$ cat src/rtl/multi_tick_gen_pkg.sv
// Shared types for the multi-channel tick/duty generator.
// Mode encoding, default counter width and config bundle.
package tick_gen_pkg;

  localparam int CNT_W_DEF = 26;
  localparam int N_CH_MAX  = 16;

  typedef enum logic [1:0] {
    OFF     = 2'b00,
    CONT    = 2'b01,
    ONESHOT = 2'b10
  } mode_t;

  typedef struct packed {
    logic [CNT_W_DEF-1:0] p;
    logic [CNT_W_DEF-1:0] h;
    mode_t                mode;
  } cfg_t;

  // Encoding 2'b11 is reserved and treated as off.
  function automatic mode_t to_mode(logic [1:0] m);
    mode_t r;
    r = OFF;
    unique case (m)
      2'b01:   r = CONT;
      2'b10:   r = ONESHOT;
      default: r = OFF;
    endcase
    return r;
  endfunction

  function automatic int ch_w(int n);
    return (n > 1) ? $clog2(n) : 1;
  endfunction

endpackage

$ cat src/rtl/multi_tick_gen_if.sv
// Configuration bus for multi_tick_gen.
// Master drives a single-cycle write strobe with channel and data.
interface multi_tick_gen_if #(
  parameter int CH_W  = 2,
  parameter int CNT_W = 26
);

  logic             cfg_we;
  logic [CH_W-1:0]  cfg_ch;
  logic [CNT_W-1:0] cfg_period;
  logic [CNT_W-1:0] cfg_high;
  logic [1:0]       cfg_mode;

  modport master (
    output cfg_we,
    output cfg_ch,
    output cfg_period,
    output cfg_high,
    output cfg_mode
  );

  modport slave (
    input cfg_we,
    input cfg_ch,
    input cfg_period,
    input cfg_high,
    input cfg_mode
  );

endinterface

$ cat src/rtl/multi_tick_gen_channel.sv
// One tick/duty channel: counter, active and shadow config,
// registered tick/level/running outputs.
module tick_channel
  import tick_gen_pkg::*;
#(
  parameter int               CNT_W    = CNT_W_DEF,
  parameter logic [CNT_W-1:0] RST_P    = '0,
  parameter logic [CNT_W-1:0] RST_H    = '0,
  parameter mode_t            RST_MODE = OFF
) (
  input  logic             clk,
  input  logic             rst_n,
  input  logic             restart,
  input  logic             we,
  input  logic [CNT_W-1:0] wr_p,
  input  logic [CNT_W-1:0] wr_h,
  input  mode_t            wr_mode,
  output logic             tick,
  output logic             level,
  output logic             running
);

  typedef struct packed {
    logic [CNT_W-1:0] p;
    logic [CNT_W-1:0] h;
    mode_t            mode;
  } ch_cfg_t;

  ch_cfg_t          act_q;
  ch_cfg_t          act_d;
  ch_cfg_t          sh_q;
  ch_cfg_t          sh_d;
  ch_cfg_t          wr_cfg;
  logic             pend_q;
  logic             pend_d;
  logic [CNT_W-1:0] cnt_q;
  logic [CNT_W-1:0] cnt_d;
  logic             act_run;
  logic             at_end;
  logic             run_d;

  function automatic logic is_run(ch_cfg_t c);
    return (c.mode != OFF) && (c.p != '0);
  endfunction

  assign wr_cfg  = '{p: wr_p, h: wr_h, mode: wr_mode};
  assign act_run = is_run(act_q);
  assign at_end  = act_run &&
                   (cnt_q == act_q.p - CNT_W'(1));

  always_comb begin
    act_d  = act_q;
    sh_d   = sh_q;
    pend_d = pend_q;
    cnt_d  = cnt_q;
    if (restart) begin
      if (we)
        act_d = wr_cfg;
      else if (pend_q)
        act_d = sh_q;
      pend_d = 1'b0;
      cnt_d  = '0;
    end else if (!act_run) begin
      if (we) begin
        act_d  = wr_cfg;
        pend_d = 1'b0;
      end
      cnt_d = '0;
    end else if (at_end) begin
      // Period boundary: the only point a new config may land.
      cnt_d  = '0;
      pend_d = 1'b0;
      if (we)
        act_d = wr_cfg;
      else if (pend_q)
        act_d = sh_q;
      else if (act_q.mode == ONESHOT)
        act_d.mode = OFF;
    end else begin
      cnt_d = cnt_q + CNT_W'(1);
      if (we) begin
        sh_d   = wr_cfg;
        pend_d = 1'b1;
      end
    end
    run_d = is_run(act_d);
  end

  always_ff @(posedge clk) begin
    if (!rst_n) begin
      act_q   <= '{p: RST_P, h: RST_H, mode: RST_MODE};
      sh_q    <= '0;
      pend_q  <= 1'b0;
      cnt_q   <= '0;
      tick    <= 1'b0;
      level   <= 1'b0;
      running <= 1'b0;
    end else begin
      act_q   <= act_d;
      sh_q    <= sh_d;
      pend_q  <= pend_d;
      cnt_q   <= cnt_d;
      tick    <= at_end && !restart;
      level   <= act_run && (cnt_q < act_q.h);
      running <= run_d;
    end
  end

endmodule

$ cat src/rtl/multi_tick_gen.sv
// N_CH independent programmable tick/duty channels.
// Channel 0 comes out of reset as a free-running divider.
module multi_tick_gen
  import tick_gen_pkg::*;
#(
  parameter int          N_CH       = 4,
  parameter int          CNT_W      = CNT_W_DEF,
  parameter int unsigned CH0_PERIOD = 65_000_000,
  parameter int unsigned CH0_HIGH   = 32_500_000,
  localparam int         CH_W       = ch_w(N_CH)
) (
  input  logic            clk,
  input  logic            rst_n,
  input  logic            sync_restart,
  multi_tick_gen_if.slave cfg,
  output logic [N_CH-1:0] tick,
  output logic [N_CH-1:0] level,
  output logic [N_CH-1:0] running
);

  localparam logic [CNT_W-1:0] P0 = CNT_W'(CH0_PERIOD);
  localparam logic [CNT_W-1:0] H0 = CNT_W'(CH0_HIGH);
  localparam logic [CNT_W-1:0] Z  = '0;

  mode_t           wr_mode;
  logic [N_CH-1:0] ch_we;

  assign wr_mode = to_mode(cfg.cfg_mode);

  for (genvar i = 0; i < N_CH; i++) begin : g_ch
    // Unmatched channel codes decode to no enable at all.
    assign ch_we[i] = cfg.cfg_we &&
                      (cfg.cfg_ch == CH_W'(i));

    tick_channel #(
      .CNT_W    (CNT_W),
      .RST_P    ((i == 0) ? P0 : Z),
      .RST_H    ((i == 0) ? H0 : Z),
      .RST_MODE ((i == 0) ? CONT : OFF)
    ) u_ch (
      .clk     (clk),
      .rst_n   (rst_n),
      .restart (sync_restart),
      .we      (ch_we[i]),
      .wr_p    (cfg.cfg_period),
      .wr_h    (cfg.cfg_high),
      .wr_mode (wr_mode),
      .tick    (tick[i]),
      .level   (level[i]),
      .running (running[i])
    );
  end

endmodule

$ cat src/flat_wrapper.sv
// flat-port wrapper written by rule: the top's interface ports become plain ports
module multi_tick_gen_flat import tick_gen_pkg::*;
#(
  parameter int          N_CH       = 4,
  parameter int          CNT_W      = CNT_W_DEF,
  parameter int unsigned CH0_PERIOD = 65_000_000,
  parameter int unsigned CH0_HIGH   = 32_500_000,
  localparam int         CH_W       = ch_w(N_CH)
)
  (clk, rst_n, sync_restart, tick, level, running, cfg_cfg_we, cfg_cfg_ch, cfg_cfg_period, cfg_cfg_high, cfg_cfg_mode);
  multi_tick_gen_if #(.CH_W((2)), .CNT_W(CNT_W)) cfg_i ();
  input  logic clk;
  input  logic rst_n;
  input  logic sync_restart;
  output logic [N_CH-1:0] tick;
  output logic [N_CH-1:0] level;
  output logic [N_CH-1:0] running;
  input wire logic [$bits(cfg_i.cfg_we)-1:0] cfg_cfg_we;
  input wire logic [$bits(cfg_i.cfg_ch)-1:0] cfg_cfg_ch;
  input wire logic [$bits(cfg_i.cfg_period)-1:0] cfg_cfg_period;
  input wire logic [$bits(cfg_i.cfg_high)-1:0] cfg_cfg_high;
  input wire logic [$bits(cfg_i.cfg_mode)-1:0] cfg_cfg_mode;
  assign cfg_i.cfg_we = cfg_cfg_we;
  assign cfg_i.cfg_ch = cfg_cfg_ch;
  assign cfg_i.cfg_period = cfg_cfg_period;
  assign cfg_i.cfg_high = cfg_cfg_high;
  assign cfg_i.cfg_mode = cfg_cfg_mode;
  multi_tick_gen #(.N_CH(N_CH), .CNT_W(CNT_W), .CH0_PERIOD(CH0_PERIOD), .CH0_HIGH(CH0_HIGH)) u_core (.clk(clk), .rst_n(rst_n), .sync_restart(sync_restart), .cfg(cfg_i), .tick(tick), .level(level), .running(running));
endmodule
$ cat config.mk
export PLATFORM = sky130hd
export DESIGN_NAME = multi_tick_gen_flat
export DESIGN_NICKNAME = d
export VERILOG_FILES = /design/src/rtl/multi_tick_gen_pkg.sv /design/src/rtl/multi_tick_gen_if.sv /design/src/rtl/multi_tick_gen_channel.sv /design/src/rtl/multi_tick_gen.sv /design/src/flat_wrapper.sv
export SDC_FILE = /design/constraint.sdc
export NUM_CORES = 2
export LEC_CHECK = 0
export BUFFER_PORTS_ARGS = -buffer_cell sky130_fd_sc_hd__buf_2
export CAP_MARGIN = 20
export CORE_ASPECT_RATIO = 2
export CORE_MARGIN = 10
export CORE_UTILIZATION = 30
export DETAILED_ROUTE_END_ITERATION = 7
export GPL_TIMING_DRIVEN = 0
export SYNTH_ARGS = -nofsm -noshare
export SYNTH_HDL_FRONTEND = slang
export SYNTH_HIERARCHICAL = 1
export SYNTH_SLANG_ARGS = --single-unit
$ cat constraint.sdc
create_clock -name clk -period 4.9 [get_ports clk]
set_input_delay 0.98 -clock clk [delete_from_list [all_inputs] [get_ports clk]]
set_output_delay 0.98 -clock clk [all_outputs]
set_load 0.02 [all_outputs]
-- Yosys cells after proc, flatten, opt, wreduce, memory -nomap -nowiden
Cells that the tools add are included.
Widths: inputs -> output; s select.
- $add $sub $neg: 8
- multipliers: 0
- div/mod/pow operators: 0
- magnitude comparators: 4
- equality and inequality tests: 25
- shift operators: 0
- multiplexer cells: 57
- bitwise operators: 10
- reduce and logical (&&, ||, !) cells: 71
- operators by type and width (cell ; count):
    $mux 54 ; 28
    $mux 52 ; 4
    $reduce_bool 26->1 ; 8
    $add 26x1->26 const B ; 4
    $eq 26x26->1 ; 4
    $lt 26x26->1 ; 4
    $sub 26x1->26 const B ; 4
    $reduce_and 4->1 ; 8
    $reduce_bool 2->1 ; 16
    $logic_and 1x1->1 ; 24
    $mux 1 ; 16
    $mux 2 ; 8
    $reduce_or 4->1 ; 4
    $eq 2x2->1 const B ; 7
    $ne 3x1->1 const B ; 4
    $ne 3x2->1 const B ; 4
    $ne 3x3->1 const B ; 4
    $reduce_bool 3->1 ; 4
    $not 1->1 ; 10
    $reduce_and 2->1 ; 4
    $eq 2x1->1 const B ; 2
    $pmux 2 s2 ; 1
    $logic_not 2->1 ; 1
    $reduce_or 2->1 ; 1
    $logic_not 1->1 ; 1
- bits in registers: 552
- latch bits: 0
- memory bits (writable): 0
- ROM bits: 0
- bits of input ports: 60
- output and inout port bits: 12
- memories: 0

-- Depth between registers and ports, before layout
- depth after elaboration: 9
- mapped depth: 17

-- By module
The synthesis kept the hierarchy.
- modules (own cells, without submodules) (module ; times used ; cells each ; area an instance (µm²) ; sequential area each (µm²)):
    tick_channel (u_core.g_ch[0].u_ch) ; 1 ; 971 ; 7775.0 ; 2762.6
    tick_channel (u_core.g_ch[2].u_ch) ; 1 ; 993 ; 7721.2 ; 2762.6
    tick_channel (u_core.g_ch[1].u_ch) ; 1 ; 958 ; 7707.4 ; 2762.6
    tick_channel (u_core.g_ch[3].u_ch) ; 1 ; 958 ; 7681.1 ; 2762.6
    multi_tick_gen ; 1 ; 6 ; 50.0 ; 0.0

-- Least setup slack after synthesis
Ideal clock, no wire load.
- path kind: flip-flop to flip-flop
- start point: reg u_core/g_ch[1].u_ch/act_q[28] in the netlist's numbering
- end point: reg u_core.g_ch[1].u_ch.running
- library setup time: 0.140 ns
- arrival time: 3.798 ns
- required time: 4.760 ns
- slack: 0.962 ns
- cell stages (with the launch flop): 16
- buffers on the path: 2
- period minus slack after synthesis: 3.938 ns
- cell sequence: dfxtp_1 -> clkbuf_1 -> inv_1 -> ha_1 -> or3b_1 -> clkbuf_1 -> o41a_1 -> or4_1 -> o311ai_2 -> nand2_4 -> o31ai_2 -> nor2_1 -> a221o_1 -> or4_1 -> nor4_1 -> a41oi_1
- cells in the longest elaborated chain, start to end: 8
- elaborated cells between the ends (all ways): 16
- classes of those cells: 1 x add/sub; 1 x eq/ne; 8 x mux; 6 x reduce/logical
- ends and longest elaborated chain (item ; line ; source):
    from (decl) ; multi_tick_gen_channel.sv:29 ; ch_cfg_t act_q;
    from (signal assigned) ; multi_tick_gen_channel.sv:91 ; act_q <= '{p: RST_P, h: RST_H, mode: RST_MODE};
    from (signal assigned) ; multi_tick_gen_channel.sv:99 ; act_q <= act_d;
    $sub 26x1->26 / $reduce_bool 26->1 (equally long branches) ; multi_tick_gen_channel.sv:49, multi_tick_gen_channel.sv:43 ;
    $eq 26x26->1 / $logic_and 1x1->1 (equally long branches) ; multi_tick_gen_channel.sv:49, multi_tick_gen_channel.sv:43 ;
    $logic_and 1x1->1 ; multi_tick_gen_channel.sv:48 ; assign at_end = act_run &&
    $mux 54 ; multi_tick_gen_channel.sv:69 ; end else if (at_end) begin
    $mux 54 ; multi_tick_gen_channel.sv:63 ; end else if (!act_run) begin
    $mux 54 * ; multi_tick_gen_channel.sv:56 ; if (restart) begin
    $reduce_bool 26->1 / $reduce_bool 2->1 (equally long branches) ; multi_tick_gen_channel.sv:43 ; return (c.mode != OFF) && (c.p != '0);
    $logic_and 1x1->1 * ; multi_tick_gen_channel.sv:43 ;
    to (signal assigned) ; multi_tick_gen_channel.sv:105 ; running <= run_d;
    to (decl) ; multi_tick_gen_channel.sv:20 ; output logic running
Every way passes the cells marked *; elsewhere a longest branch is shown, timed or not. The select of a mux whose other input is x is not followed.
A chain may end at the register's enable or synchronous reset.

-- Final worst setup path
- start point: reg u_core/g_ch[3].u_ch/act_q[29] in the netlist's numbering
- end point: reg u_core.g_ch[3].u_ch.running
- cells in the longest elaborated chain, start to end: 8
- elaborated cells between the ends (all ways): 16
- classes of those cells: 1 x add/sub; 1 x eq/ne; 8 x mux; 6 x reduce/logical
- ends and longest elaborated chain (item ; line):
    from (decl) ; multi_tick_gen_channel.sv:29
    from (signal assigned) ; multi_tick_gen_channel.sv:91
    from (signal assigned) ; multi_tick_gen_channel.sv:99
    $sub 26x1->26 / $reduce_bool 26->1 (equally long branches) ; multi_tick_gen_channel.sv:49, multi_tick_gen_channel.sv:43
    $eq 26x26->1 / $logic_and 1x1->1 (equally long branches) ; multi_tick_gen_channel.sv:49, multi_tick_gen_channel.sv:43
    $logic_and 1x1->1 ; multi_tick_gen_channel.sv:48
    $mux 54 ; multi_tick_gen_channel.sv:69
    $mux 54 ; multi_tick_gen_channel.sv:63
    $mux 54 * ; multi_tick_gen_channel.sv:56
    $reduce_bool 26->1 / $reduce_bool 2->1 (equally long branches) ; multi_tick_gen_channel.sv:43
    $logic_and 1x1->1 * ; multi_tick_gen_channel.sv:43
    to (signal assigned) ; multi_tick_gen_channel.sv:105
    to (decl) ; multi_tick_gen_channel.sv:20
Marked as above.

==> metrics.txt <==
status complete, but fails checks; Pre-antenna DRT Iters 8; count of distinct cell types in the synthesized netlist 124; CP endpoint kind flop; post-synthesis cell area 30900 um2; utilization after layout 34.1%; CORE AREA 102000 um2; Crit-path slowest cell or3b_2; largest net degree at the start of global routing 17; Post-Syn Area per Cell 7.96 um2; failing checks DRC; initial core utilization 30.2%; Worst EP arrival 5.24 ns; leading cell types in the layout, fill and taps excluded 632 x nand2_1, 552 x dfxtp_1, 371 x a21oi_1, 361 x nor2_1, 181 x clkbuf_1; hold path depth 2; Die Y 474 um; Final Net Count 4190; RSZ-0062 raised after global routing false; Setup WS post-layout 0.106 ns; worst min-delay path class reg2reg; Lkg Pwr 12.2 nW; drt drc 4; clock tree buffer depth 3; fillers 10.7k; Max-slew headroom 33.3%; DR WL/cell 23.3 um; num rows 166; final wirelength 126000 um; worst path cell trace inv_1 -> ha_1 -> or3b_2 -> buf_2 -> o31a_1 -> o32ai_2 -> o22ai_2 -> a211oi_1 -> nand4b_1 -> nor2_2 -> a31oi_1 -> a2111oi_0 -> nor4bb_1 -> and4b_1 -> a31oi_1; Clk pin slew, worst setup/hold paths 0.07 ns; CTS tree built; HPWL after DPL 97400 um; Post-Syn Instances 3886; Die ar. 117000 um2; most frequent CP cell a31oi_1; area grow syn2layout 12.8%; highest clock rate 209 MHz; Critical Path RT 5.35 ns; Num CTS Buffers 49; sequential area share after synthesis 35.7%; Max VDD drop 0.000243 V; vias 30.2k; final hold violations 0; drt first-iter violations 2265; Max Cap Viol 0; Congestion Overflow GR 0; Max stage delay on crit path 0.44 ns; Slew Viols, Final 0; layout cell share with drive strength beyond 1 8.66%; post-DR vias/cell 5.59; final setup skew 0.0177 ns; gpl congestion 1.00; die width 247 um; Setup CP Type reg2reg; number of global-route vias before repair 29.6k; Post-Synthesis Net Count 4058; Top FF cell, synth dfxtp_1; worst-path maximum fanout 9; Clk Latency, worst-skew pair 0.61 ns; clk sinks 552; Antenna Nets Post-Route 0; #FFs+latches synth 552; Post-synth EDFFs 0; reg2reg path depth 15; final setup vio count 0; CP Launch Type flop; H-tree levels 2; worst slew pin tran 0.997 ns; commonest non-fill, non-tap cell in the layout nand2_1; initial antenna violation count 8; Ys Warns 6; # IOs 72; period utilisation layout 97.8%; global-route wire length before repair 186000 um; total track usage 20.8%; pwr/cell area 307 nW/um2; Port Buffers 71; DP Worst Slack -0.198 ns; fin crit period 4.79 ns; async set-reset flop share out of synthesis 0%; Root Driver clkbuf_16
==> final cells by class <==
class                   count  area, um2  share of cell area, %
flip-flops and latches    552      11100                   31.7
multi-input cells        2937      18400                   52.6
clock inverters            23        318                  0.911
clock buffers              63       1330                   3.81
inverters                 140        526                   1.51
plain buffers             257       1170                   3.37
diodes                      4       10.0                 0.0287
well taps                1344       1680                   4.82
repair buffers             81        458                   1.31
==> per-stage QoR <==
step           area [um2]  TNS [ns]  instances  hold WS, ns  total power, W
2_1_floorplan       30900         0       3886        0.432         0.00591
3_3_place_gp        33000    -0.542       5301        0.439         0.00654
3_5_place_dp        33000     -4.63       5303        0.442         0.00656
4_1_cts             34700   -0.0214       5389        0.448          0.0107
5_1_grt             34900         0       5398        0.464          0.0111
6_report            34900         0       5401        0.451          0.0107
==> where the power goes <==
part	leakage (nW)	internal (W)	switching [W]
clock network	0.805	0.00229	0.00187
registers	4.47	0.00460	0.000130
logic	6.94	0.000623	0.00120
total	12.2	0.00752	0.00320
==> timing repair <==
item | CTS | global route
setup buffers | 0 | 8
pin swaps | 0 | 9
hold buffers | 0 | 0
gates resized for setup | 9 | 28
setup endpoints to repair | 54 | 89
==> state kept, by name, summed over array words and instances (netlist names) <==
register / count
u_core/g_ch.u_ch/pend_q: 4
u_core/g_ch.u_ch/running: 4
u_core/g_ch.u_ch/tick: 4
u_core/g_ch.u_ch/act_q: 216
u_core/g_ch.u_ch/cnt_q: 104
u_core/g_ch.u_ch/sh_q: 216
u_core/g_ch.u_ch/level: 4
==> worst max-delay path: cells and delay by family (launching register included) <==
kind,cells,cell delay [ns]
AOI/OAI and AO/OA,7,1.81
and+or+nand+nor,5,1.72
buffers and inverters,2,0.44
DFF,1,0.43
adders and majority gates,1,0.24
==> path summary, 6_finish.rpt <==
check	startpoint	slack (ns)	to
min	u_core/g_ch[2].u_ch/sh_q[18]	0.45	u_core/g_ch[2].u_ch/act_q[18]
min reg2reg	u_core/g_ch[2].u_ch/sh_q[18]	0.45	u_core/g_ch[2].u_ch/act_q[18]
max reg2reg	u_core/g_ch[3].u_ch/act_q[29]	0.11	u_core/g_ch[3].u_ch/running
max	u_core/g_ch[3].u_ch/act_q[29]	0.11	u_core/g_ch[3].u_ch/running
==> cells in the mapped netlist, types with 29 or more instances <==
cell	number	area, um2
buf_2	48	240
nand2b_1	30	188
o21ai_0	86	430
nand2_1	632	2370
mux2i_1	81	811
a211oi_1	29	218
nor4_1	49	307
nor2_1	363	1360
a21oi_1	371	1860
inv_1	136	510
nand3_1	72	360
and2_1	49	307
ha_1	112	1400
clkbuf_1	173	649
nor2b_1	30	188
a222oi_1	60	601
dfxtp_1	552	11100
and3_1	48	300
or4_1	33	248
xor2_1	96	841
nand4_1	64	400
nor3_1	74	370
xnor2_1	128	1120
a21o_1	40	300
a22oi_1	64	480
==> layer usage <==
metal / up-vias / wire [um] / global-route usage (%)
li1: 14100 / - / -
met1: 14400 / 42100 / 19.7
met2: 1132 / 63900 / 38.1
met3: 480 / 6090 / 2.60
met4: 6 / 13600 / 19.2
met5: - / 34 / 0
==> cells by family (layout without fill, tap and decap cells) <==
kind of cell	Yosys count	count (layout)	share of synthesized area (%)
buffers and inverters	397	564	5.48
AOI/OAI and AO/OA	925	925	20.3
and+or+nand+nor	1591	1591	24.9
xor gates and xnor gates	224	224	6.34
adders and majority gates	112	112	4.53
DFF	552	552	35.7
other	0	4	0
muxes	85	85	2.77
Note: power is estimated with default switching activity, not from simulation.
